[src/rtl/pipe_hazard_unit.sv]
`default_nettype none
// ============================================================================
// Module      : pipe_hazard_unit
// Description : Hazard and forwarding unit for the pipelined MIPS core. It
//               keeps a shift-register scoreboard of the destination
//               registers of the instructions in flight after decode. From
//               that scoreboard it selects forwarded operands for the decode
//               instruction, raises a one-cycle load-use stall, and applies
//               branch flushes.
// Ports       : clk, rst             - clock, asynchronous active-high reset
//               id_*                 - decode-stage instruction fields
//               ex_branch_taken      - branch resolved taken in EX
//               rf_rs/rt_data        - register-file read data
//               res_data             - per-stage results, stage k in
//                                      slice [k*XLEN +: XLEN]
//               fwd_rs/rt_data/sel   - resolved operands and their source
//                                      (0 = register file, k+1 = stage k)
//               stall, flush         - pipeline control
//               stall_cnt, flush_cnt - event counters, present only when
//                                      HAZARD_PERF_EN is defined
// Options     : HAZARD_PERF_EN adds saturating stall/flush event counters.
// Revision    : 1.0 - initial release
// ============================================================================
module pipe_hazard_unit #(
    parameter int XLEN   = 32,
    parameter int REG_AW = 5,
    parameter int DEPTH  = 3,
    parameter int SEL_W  = 3
) (
    input  logic                    clk,
    input  logic                    rst,
    input  logic                    id_valid,
    input  logic [REG_AW-1:0]       id_rs,
    input  logic [REG_AW-1:0]       id_rt,
    input  logic                    id_use_rs,
    input  logic                    id_use_rt,
    input  logic [REG_AW-1:0]       id_dst,
    input  logic                    id_we,
    input  logic                    id_is_load,
    input  logic                    ex_branch_taken,
    input  logic [XLEN-1:0]         rf_rs_data,
    input  logic [XLEN-1:0]         rf_rt_data,
    input  logic [DEPTH*XLEN-1:0]   res_data,
    output logic [XLEN-1:0]         fwd_rs_data,
    output logic [XLEN-1:0]         fwd_rt_data,
    output logic [SEL_W-1:0]        fwd_rs_sel,
    output logic [SEL_W-1:0]        fwd_rt_sel,
    output logic                    stall,
    output logic                    flush
`ifdef HAZARD_PERF_EN
    ,
    output logic [31:0]             stall_cnt,
    output logic [31:0]             flush_cnt
`endif
);

    // Scoreboard: entry k describes the instruction currently in stage k.
    logic [DEPTH-1:0]             sb_valid_q;
    logic [DEPTH-1:0]             sb_we_q;
    logic [DEPTH-1:0]             sb_load_q;
    logic [DEPTH-1:0][REG_AW-1:0] sb_dst_q;

    logic w_entry0_valid_d;
    logic w_rs_load0;
    logic w_rt_load0;

    // Forwarding selection. Scanning from the oldest stage down to the
    // youngest lets the lowest matching k overwrite older matches, so the
    // most recent producer wins. A source of r0 never matches, which also
    // covers the "dst != 0" condition since dst must equal the source.
    always_comb begin
        fwd_rs_sel  = '0;
        fwd_rs_data = rf_rs_data;
        w_rs_load0  = 1'b0;
        fwd_rt_sel  = '0;
        fwd_rt_data = rf_rt_data;
        w_rt_load0  = 1'b0;
        for (int k = DEPTH - 1; k >= 0; k--) begin
            if (id_use_rs && (id_rs != '0) && sb_valid_q[k] && sb_we_q[k] &&
                (sb_dst_q[k] == id_rs)) begin
                fwd_rs_sel  = SEL_W'(k + 1);
                fwd_rs_data = res_data[k*XLEN +: XLEN];
                w_rs_load0  = (k == 0) && sb_load_q[k];
            end
            if (id_use_rt && (id_rt != '0) && sb_valid_q[k] && sb_we_q[k] &&
                (sb_dst_q[k] == id_rt)) begin
                fwd_rt_sel  = SEL_W'(k + 1);
                fwd_rt_data = res_data[k*XLEN +: XLEN];
                w_rt_load0  = (k == 0) && sb_load_q[k];
            end
        end
    end

    // Load data only exists from MEM onwards, so a winning match on a load
    // still in EX must wait one cycle. A taken branch kills the decode
    // instruction anyway, so it suppresses the stall.
    assign flush = ex_branch_taken;
    assign stall = id_valid && !flush && (w_rs_load0 || w_rt_load0);

    // Stalled or flushed decode instructions enter EX as bubbles.
    assign w_entry0_valid_d = id_valid && !stall && !flush;

    always_ff @(posedge clk or posedge rst) begin
        if (rst) begin
            sb_valid_q <= '0;
            sb_we_q    <= '0;
            sb_load_q  <= '0;
            sb_dst_q   <= '0;
        end else begin
            sb_valid_q <= {sb_valid_q[DEPTH-2:0], w_entry0_valid_d};
            sb_we_q    <= {sb_we_q[DEPTH-2:0], id_we && w_entry0_valid_d};
            sb_load_q  <= {sb_load_q[DEPTH-2:0], id_is_load && w_entry0_valid_d};
            sb_dst_q   <= {sb_dst_q[DEPTH-2:0], id_dst};
        end
    end

`ifdef HAZARD_PERF_EN
    logic [31:0] stall_cnt_q;
    logic [31:0] flush_cnt_q;

    // Saturating event counters.
    always_ff @(posedge clk or posedge rst) begin
        if (rst) begin
            stall_cnt_q <= '0;
            flush_cnt_q <= '0;
        end else begin
            if (stall && (stall_cnt_q != 32'hFFFF_FFFF)) begin
                stall_cnt_q <= stall_cnt_q + 32'd1;
            end
            if (flush && (flush_cnt_q != 32'hFFFF_FFFF)) begin
                flush_cnt_q <= flush_cnt_q + 32'd1;
            end
        end
    end

    assign stall_cnt = stall_cnt_q;
    assign flush_cnt = flush_cnt_q;
`endif

endmodule
`default_nettype wire

[config.mk]
export PLATFORM = sky130hd
export DESIGN_NAME = pipe_hazard_unit
export DESIGN_NICKNAME = d
export VERILOG_FILES = /design/src/rtl/pipe_hazard_unit.sv
export SDC_FILE = /design/constraint.sdc
export NUM_CORES = 1
export LEC_CHECK = 0
export BUFFER_PORTS_ARGS = -buffer_cell sky130_fd_sc_hd__buf_2
export CORE_MARGIN = 2
export CORE_UTILIZATION = 38
export DETAILED_ROUTE_END_ITERATION = 16
export GPL_TIMING_DRIVEN = 0
export PLACE_DENSITY_LB_ADDON = 0.12
export SLEW_MARGIN = 40
export SYNTH_ARGS = -nofsm -noshare
export SYNTH_HDL_FRONTEND = slang
export SYNTH_SLANG_ARGS = --single-unit
[constraint.sdc]
create_clock -name clk -period 1.85 [get_ports clk]
set_input_delay 0.185 -clock clk [delete_from_list [all_inputs] [get_ports clk]]
set_output_delay 0.185 -clock clk [all_outputs]
set_load 0.03 [all_outputs]
After elaboration in Yosys (flattened, before gate mapping):

Index checks and enable logic that the tools add are counted.

* flip-flop bits (word level): 22
* latch bits: 0
* RAM bits: 0
* bits in read-only memories: 0
* bits of input ports: 183
* output and inout port bits: 72
* memories kept: 0

* $add $sub $neg: 0
* multiply operators: 0
* divide/modulo/power cells: 0
* order comparisons: 0
* equal/unequal tests: 6
* shifts and indexed selects: 0
* muxes and demuxes: 14
* bitwise gates (word level): 0
* reduce and logical (&&, ||, !) cells: 31

Operators by type and width (number)
* 32-bit 2-to-1 mux: 6
* 5-bit == test: 6
* 1-bit logical AND: 26
* 5-bit nonzero test: 2
* 3-bit 2-to-1 mux: 3
* 2-bit 2-to-1 mux: 3
* 1-bit logical NOT: 2
* 1-bit 2-to-1 mux: 2
* 1-bit logical OR: 1

Depth between registers and ports, before layout:

* depth in word-level cells: 12
* mapped depth: 8
* gate-level depth less buffers: 5

Least setup slack after synthesis:

OpenSTA, ideal clock, no wires.

* kind: register -> output
* start point: register sb_dst_q[8] (netlist name)
* end point: output fwd_rt_data[10]
* arrival time: 2.293 ns
* slack: -0.628 ns
* cell stages (with the launch flop): 7
* buffers on the path: 1
* path through: dfrtp_1 xor2_1 or4_1 nor2_2 buf_2 a221oi_1 o31ai_1

* cells in the longest elaborated chain, start to end: 4

RTL lines
* from (decl): line 61 `logic [DEPTH-1:0][REG_AW-1:0] sb_dst_q;`
* from (signal assigned): line 113 `sb_dst_q <= {sb_dst_q[DEPTH-2:0], id_dst};`
* 5-bit == test: line 86 `(sb_dst_q[k] == id_rt)) begin`
* 1-bit logical AND: line 85 `if (id_use_rt && (id_rt != '0) && sb_valid_q[k] && sb_we_q[k] &&`
* 32-bit 2-to-1 mux (2 in a row): line 85
* to (decl): line 45 `output logic [XLEN-1:0] fwd_rt_data,`

Every way passes these cells.

Worst setup path in the final report:

* start point: register sb_dst_q[13] (netlist name)
* end point: output fwd_rt_data[28]

* cells in the longest elaborated chain, start to end: 5

RTL lines (line)
* 5-bit == test: 86
* 1-bit logical AND: 85
* 32-bit 2-to-1 mux (3 in a row): 85

Every way passes these cells.

==> results.toml <==
[outcome]
outcome = "finished, violations left"
violations = "setup timing"

[clock_tree]
clockBufferDepth = 2
clk_latency_ns = 0.26
clock-root-buffer = "clkbuf_8"
cts.sinks = 22
clk_pin_slew_ns = 0.08
numCtsBuffers = 3
cts_tree = "done"
htreeDepth = 1

[timing]
period_share = 1.390
rsz0062_at_grt = "yes"
setup_viol = 69
setup_slack_ns = -0.7209
timing.final.hold_violations = 0
worstMarginPinSlew_ns = 0.5038
slew_viol_final = 0
hold_ws_ns = 0.02712
finalCriticalPeriod_ns = 2.571
finClkSkew_ns = 0.001244
max_freq_ghz = 0.3890
tns_ns = -42.11
slew_headroom = 0.6641

[floorplan]
fp.coreArea_mm2 = 0.009109
die-area_mm2 = 0.01008
die_width_um = 100.4
io_pins = 255
start_util = 0.3876
die_h_um = 100.4
rows = 35

[power]
p_per_area_mw_per_mm2 = 270.3
power_mw = 2.066
ir_worst_vdd_mv = 0.5301
leakage_nw = 3.227

[synth]
yosysWarnings = 0
synth_area_per_cell_um2 = 7.387
synth.yosys.seq_area_share = 0.1559
synth_top_area_frac = 0.1559
synth-seq-cells = 22
yosysTopAreaCell = "dfrtp_1"
synthCells = 478
synth_flop_cell = "dfrtp_1"
synth.area.top_cells = "dfrtp_1 16%, o31ai_1 11%, a221oi_1 7.9%"
synthArstFlopShare = 1.000
synth.distinct_cells = 38
synth_edf_count = 0
syn_area_mm2 = 0.003531

[worst_setup_path]
cp-end-kind = "output port"
rr_worst_depth = 9
crit_top_cell = "buf_6"
required_ns = 1.66
worstSetupPathType = "reg2out"
arrival_ns = 2.39
cp_max_fo = 7
cp_slowest_stage_delay_ns = 0.40
rrSetupSlack_ns = 0.14
crit_chain = "xor2_1, nor4_4, buf_6, nand3_2, clkbuf_16, a221oi_2, o21ai_2, buf_6"
crit_slowest_cell = "dfrtp_1"
startpoint_type = "flip-flop"

[global_routing]
grt_use_total = 0.3517
grt_first_pass_wirelength_um = 28200
grt_max_degree = 23
grt_pass1_vias = 5528
antenna_found_initial = 2
grt_overflow = 0

[drt]
vias_per_cell = 6.286
finalWirelength_um = 20360
drc = 0
postRouteAntennaNets = 0
vias = 5557
drtPass1Iterations = 5
drt_iter0_drc = 311
wl_per_cell_um = 23.03

[finish]
seqCellArea_um2 = 550.5
nets = 955
multiInputGateArea_mm2 = 0.004153
final_layout_size_suffix_gt1_frac = 0.6706
fin_area_mm2 = 0.007644
utilization = 0.8391
fin_cells = 884
syn_to_final_growth_pct = 116.5
fillers = 539

[job]
drv_cap = 0

[worst_hold_path]
hold_depth = 1
hold_class = "in2reg"

[place]
gp_congestion = 0.8865
dp_hpwl_um = 13710
io_buffer_count = 250
post_dp_cell_area_mm2 = 0.005796
dp_slack_ns = -0.8859
placed_cells = 840
## power by group
part           total [mW]  internal [mW]  leakage (nW)  switching (mW)
Combinational        1.21          0.578          2.93           0.628
Sequential          0.525          0.504         0.267          0.0214
Clock               0.335          0.189        0.0288           0.146
Total                2.07           1.27          3.23           0.795
## flip-flops by register name, indices dropped and copies added (netlist names)
signal	cells
sb_dst_q	15
sb_we_q	3
sb_valid_q	3
sb_load_q	1
## cell usage in the layout (no fill, tap or decap), types with 2 or more instances in the layout
master	netlist	final
a21oi_4	0	2
a221oi_1	32	2
a221oi_2	0	10
a221oi_4	0	20
a22o_4	0	31
and2_1	32	32
buf_12	0	10
buf_2	13	184
buf_4	10	30
buf_6	5	78
buf_8	0	8
clkbuf_1	34	3
clkbuf_16	0	7
clkbuf_2	0	16
clkbuf_4	0	11
clkbuf_8	0	4
conb_1	1	2
dfrtp_1	22	22
diode_2	0	2
nand2_1	35	35
nand3_1	35	25
nand3_2	1	11
nand4_1	36	36
nor2_1	22	2
nor2_4	0	21
nor3b_2	0	2
nor4_4	0	3
o21a_1	35	34
o21ai_2	0	13
o21ai_4	1	2
o21bai_1	12	4
o21bai_4	0	8
o31ai_1	52	24
o31ai_2	0	8
o31ai_4	0	20
or4_4	2	4
xnor2_1	19	16
xnor2_2	0	3
xor2_1	11	11
## final cells by class
type / instances / area share
Clock buffer: 4 / 0.007202
Tap cell: 111 / 0.01817
Antenna cell: 2 / 0.0006548
Inverter: 2 / 0.001310
Sequential cell: 22 / 0.07202
Multi-Input combinational cell: 394 / 0.5433
Timing Repair Buffer: 288 / 0.2820
Buffer: 61 / 0.07530
## layer usage
layer / track usage / wire length, um
met2: 0.6262 / 10400
met3: 0.04875 / 1589
met4: 0.1465 / 905
met1: 0.4229 / 7461
met5: 0 / 0
## logic make-up (layout without fill, tap and decap cells)
family / count (synthesis) / in the layout / share of synthesized area
and+or+nand+nor: 179 / 180 / 0.2739
buffers and inverters: 64 / 355 / 0.09390
xor gates and xnor gates: 30 / 30 / 0.07441
DFF: 22 / 22 / 0.1559
other: 1 / 4 / 0.001062
AOI/OAI and AO/OA: 182 / 182 / 0.4008
## final timing paths
check,start,endpoint
min in group asynchronous,rst,sb_dst_q[0]
max,sb_dst_q[13],fwd_rt_data[28]
max in group asynchronous,rst,sb_dst_q[11]
min reg2reg,sb_we_q[0],sb_we_q[1]
min,id_dst[0],sb_dst_q[0]
max reg2reg,sb_dst_q[4],sb_load_q[0]
## critical path, delay by kind of cell (launching register included)
kind,cells,cell delay (ns)
buffers and inverters,3,0.58
and+or+nand+nor,2,0.51
AOI/OAI and AO/OA,2,0.44
DFF,1,0.40
xor gates and xnor gates,1,0.19
## what timing repair did
item	4_1_cts	5_1_grt
buffers inserted	24	4
hold endpoints to repair	0	22
cloned	1	9
endpoints found under the setup margin	72	72
hold buffers	0	1
pin swaps	18	32
gates resized for setup	256	62
## cells in the mapped netlist, drive strengths merged (11+ instances only)
| master | count |
|---|---|
| o21bai | 12 |
| buf | 28 |
| and2 | 32 |
| a221oi | 32 |
| dfrtp | 22 |
| a22o | 32 |
| nand2 | 35 |
| xor2 | 11 |
| nand4 | 36 |
| nor2 | 23 |
| o21ai | 15 |
| o21a | 35 |
| clkbuf | 34 |
| o31ai | 52 |
| nand3 | 36 |
| xnor2 | 19 |
No activity file was read; power rests on OpenSTA's default activity.
